===== config.mk =====
export PLATFORM = sky130hd
export DESIGN_NAME = unidad_de_control
export DESIGN_NICKNAME = d
export VERILOG_FILES = /design/src/rtl/unidad_de_control.sv
export SDC_FILE = /design/constraint.sdc
export NUM_CORES = 1
export LEC_CHECK = 0
export ABC_AREA = 1
export ABC_CLOCK_PERIOD_IN_PS = 1700
export CAP_MARGIN = 20
export CORE_AREA = 5 5 42 44
export CTS_BUF_LIST = sky130_fd_sc_hd__clkbuf_2 sky130_fd_sc_hd__clkbuf_4 sky130_fd_sc_hd__clkbuf_8
export CTS_CLUSTER_DIAMETER = 120
export DETAILED_ROUTE_END_ITERATION = 12
export DIE_AREA = 0 0 47 49
export MAX_ROUTING_LAYER = met4
export PLACE_DENSITY_LB_ADDON = 0.08
export RECOVER_POWER = 50
export SLEW_MARGIN = 30
export SYNTH_ARGS = -nofsm -noshare
export SYNTH_HDL_FRONTEND = slang
export SYNTH_SLANG_ARGS = --single-unit

===== constraint.sdc =====
create_clock -name clk -period 1.7 [get_ports clk]
set_input_delay 0.425 -clock clk [delete_from_list [all_inputs] [get_ports clk]]
set_output_delay 0.425 -clock clk [all_outputs]
set_load 0.005 [all_outputs]

===== src/rtl/unidad_de_control.sv =====
// unidad_de_control: registered opcode decoder for the MIPS-style datapath; UC_JUMP_EN adds the Jump output for j/jal
module unidad_de_control (
  input  logic       clk,
  input  logic       rst,
  input  logic [5:0] Opcode,
  input  logic       Flush,
  output logic       RegDst,
  output logic       ALUSrc,
  output logic       MemToReg,
  output logic       RegisterWrite,
  output logic       MemRead,
  output logic       MemToWrite,
  output logic       Branch,
  output logic [2:0] ALUOp,
  output logic       Illegal
`ifdef UC_JUMP_EN
  ,
  output logic       Jump
`endif
);
  // {RegDst, ALUSrc, MemToReg, RegisterWrite, MemRead, MemToWrite, Branch, ALUOp, Illegal}
  logic [10:0] dec, ctrl_d, ctrl_q;
  always_comb begin
    dec = 11'b0000000_000_1;
    case (Opcode)
      6'b000000: dec = 11'b1001000_010_0;
      6'b011100: dec = 11'b1001000_110_0;
      6'b100011: dec = 11'b0111100_000_0;
      6'b101011: dec = 11'b0100010_000_0;
      6'b000100: dec = 11'b0000001_001_0;
      6'b001000: dec = 11'b0101000_000_0;
      6'b001100: dec = 11'b0101000_011_0;
      6'b001101: dec = 11'b0101000_100_0;
      6'b001010: dec = 11'b0101000_101_0;
`ifdef UC_JUMP_EN
      6'b000010: dec = 11'b0000000_000_0;
      6'b000011: dec = 11'b0001000_000_0;
`endif
      default:   dec = 11'b0000000_000_1;
    endcase
    ctrl_d = Flush ? 11'd0 : dec;
  end
  always_ff @(posedge clk) ctrl_q <= rst ? 11'd0 : ctrl_d;
  assign {RegDst, ALUSrc, MemToReg, RegisterWrite, MemRead, MemToWrite, Branch, ALUOp, Illegal} = ctrl_q;
`ifdef UC_JUMP_EN
  logic jump_d, jump_q;
  assign jump_d = !Flush && (Opcode === 6'b000010 || Opcode === 6'b000011);
  always_ff @(posedge clk) jump_q <= rst ? 1'b0 : jump_d;
  assign Jump = jump_q;
`endif
endmodule


==> summary.txt <==
Timing
  • Final Max Tran Viols: 0
  • Setup ws final: 165 ps
  • Final setup vio count: 0
  • Tcrit/Tclk final: 90.3%
  • Slew HR: 83.5%
  • Fin crit period: 1530 ps
  • Peak Freq: 0.652 GHz
  • TNS Setup: 0 ps
  • Worst Tran Pin Value: 247 ps
  • Unrepaired setup endpoints after global routing: no
  • Final Hold Vio Count: 0

Global routing
  • Vias in the first global route: 368
  • First-pass GRT wire length: 1410 um
  • GRT overflow: 0
  • Total GRT Usage: 8.51%
  • Met1 usage: 8.99%
  • Largest net degree at the start of global routing: 10
  • GRT busiest layer: met2
  • Initial antenna violation count: 0
  • GR met3 Demand/Resource: 2.21%
  • Met2 usage: 13.3%

Setup path
  • Crit path required time: 1840 ps
  • CP startpoint kind: primary input
  • Crit-path max cell delay: 670 ps
  • Type of element capturing the critical path: flop
  • Worst path slowest cell: dlygate4sd3_1
  • Family with the most delay on the worst path: buffers and inverters
  • Crit-path max FO: 7
  • Setup CP Type: primary input to flop
  • Crit path top cell by count: nand2_1
  • Crit path buf inv count: 1
  • Worst-path cell chain: dlygate4sd3_1 > nand2_1 > nand3b_1 > nand2_2 > nor2_2 > nand2_1 > nor2_1
  • Arr. time, crit path: 1680 ps

Yosys
  • Synth Warn #: 0
  • Largest area contributor in the synthesized netlist: dfxtp_1
  • Count of cell types in the netlist: 17
  • Syn_area_per_cell: 8.00 um^2
  • Syn nets: 70
  • Mapped Cells: 61
  • Simple-gate share of the synthesized area: 45.1%
  • Area share of the largest cell type after synthesis: 41.0%
  • Sequential area share after synthesis: 41.0%
  • Largest family of logic cells by synthesized area: simple AND/OR/NAND/NOR gates
  • Xor/xnor share of the synthesized area: 0%
  • Synth Cell Area: 488 um^2
  • Seq cells post-synth: 10
  • Post-synthesis compound-gate area fraction: 4.62%
  • Post-Synth Adder-Cell Area: 0%
  • Mux share of post-synthesis cell area: 0%
  • Synth top area cells: dfxtp_1 (41%), nand3_2 (10%), nor2_1 (8.5%)

Floorplan
  • Row count: 14
  • Die width: 47 um
  • Number of I/O pins: 20
  • Core Region: 1400 um^2
  • Initial Utilization: 34.8%
  • DIE HEIGHT: 49 um
  • Die ar.: 2300 um^2

CTS
  • Hold_buf cts: 0
  • CTS clk-pin slew, worst paths: 60 ps
  • CTS resizes: 0
  • Setup bufs post-CTS: 0
  • CTS Root Cell: clkbuf_4
  • TritonCTS clock tree: built
  • CTS buffer count: 3
  • Clock tree buffer depth: 2
  • CTS Sinks: 10
  • H-tree depth: 1

Cells and area
  • Layout area overhead: 42.6%
  • Ratio of cells with drive above 1 in the final layout: 20.7%
  • Top Registers: ctrl_q x10
  • Fin area: 696 um^2
  • Commonest non-fill, non-tap cells in the layout: clkdlybuf4s50_1 (16), nor2_1 (11), dfxtp_1 (10)
  • # diodes: 0
  • Max reg flops: 10
  • Post-layout nets: 93
  • Top reg by flops: ctrl_q
  • Most common cell after layout, fill and taps aside: clkdlybuf4s50_1
  • Fill cell count: 152
  • Finished Layout Cells: 98

Routing
  • Total wire length: 895 um
  • Routed len/inst: 9.13 um
  • Total number of vias: 450
  • Drt first pass iters: 2
  • DRC: 0
  • Final ANT Viol Nets: 0
  • DR iter-0 viols: 5
  • Vias per cell: 4.59

Place
  • Cell Area, Placed: 691 um^2
  • Hpwl dp: 762 um
  • Placement Setup Slack: 16.2 ps
  • Port bufs: 19
  • Inst Count DP: 95
  • Gpl congestion: 0.837

Run status
  • Status: finished clean

Job
  • Max_cap viols: 0

Hold path
  • Min-delay worst type: primary input to flop

Pwr
  • Max rail drop VDD: 0.000255 V
  • Pwr dens: 650 nW/um^2
  • Static Leak: 0.308 nW
  • Tot Pwr: 0.452 mW
cell type report:
cell class                 instances  area (um^2)  share of cell area [%]
multi-input combinational         40          225                    32.4
tap                               16         20.0                    2.88
sequential                        10          200                    28.8
timing repair buffer              19          190                    27.3
inverter                          10         37.5                    5.40
clock buffer                       3         22.5                    3.24
power by group:
| part | leakage, nW | switching, mW | internal, mW | total (mW) |
|---|---|---|---|---|
| Clock | 0.0138 | 0.0650 | 0.0808 | 0.146 |
| Sequential | 0.0809 | 0.000824 | 0.238 | 0.239 |
| Combinational | 0.213 | 0.0354 | 0.0323 | 0.0677 |
worst min-delay path, delay by kind of cell:
| family | cells | cell delay (ps) |
|---|---|---|
| and+or+nand+nor | 2 | 110 |
| buffers and inverters | 2 | 480 |
cell families after synthesis:
| family | count (synthesis) |
|---|---|
| AOI/OAI and AO/OA | 4 |
| buffers and inverters | 11 |
| DFF | 10 |
| and+or+nand+nor | 36 |
synthesized netlist by cell type:
| cell | n |
|---|---|
| dfxtp_1 | 10 |
| nand3b_4 | 1 |
| inv_2 | 3 |
| buf_4 | 1 |
| nand2_2 | 1 |
| nor2_4 | 2 |
| a31oi_1 | 2 |
| clkinv_1 | 1 |
| nand2_1 | 6 |
| nor2_2 | 4 |
| nand3_2 | 5 |
| nor2_1 | 11 |
| a21oi_1 | 2 |
| nor3_1 | 1 |
| nand4_1 | 2 |
| nand3_1 | 3 |
| inv_1 | 6 |
path summary, 6_finish.rpt:
path | from | end | slack (ps) | depth (start not counted)
max | Opcode[2] | ctrl_q[0] | 170 | 7
min | rst | ctrl_q[3] | 800 | 4
per-stage QoR:
| stage | util [%] | hold slack [ps] |
|---|---|---|
| finish | 49.6 | 802 |
| global route | 49.6 | 808 |
| CTS | 50.9 | 795 |
| detailed placement | 49.3 | 1060 |
| global placement | 49.3 | 1060 |
| floorplan | - | 582 |
per-layer routing:
layer / part of all wire, % / wire length [um] / vias to the layer above
met5: 0 / 0 / -
met4: 1.6 / 14 / 0
met2: 49 / 443 / 13
li1: - / - / 239
met1: 42 / 377 / 196
met3: 6.6 / 59 / 2
Note: power is estimated with default switching activity, not from simulation.
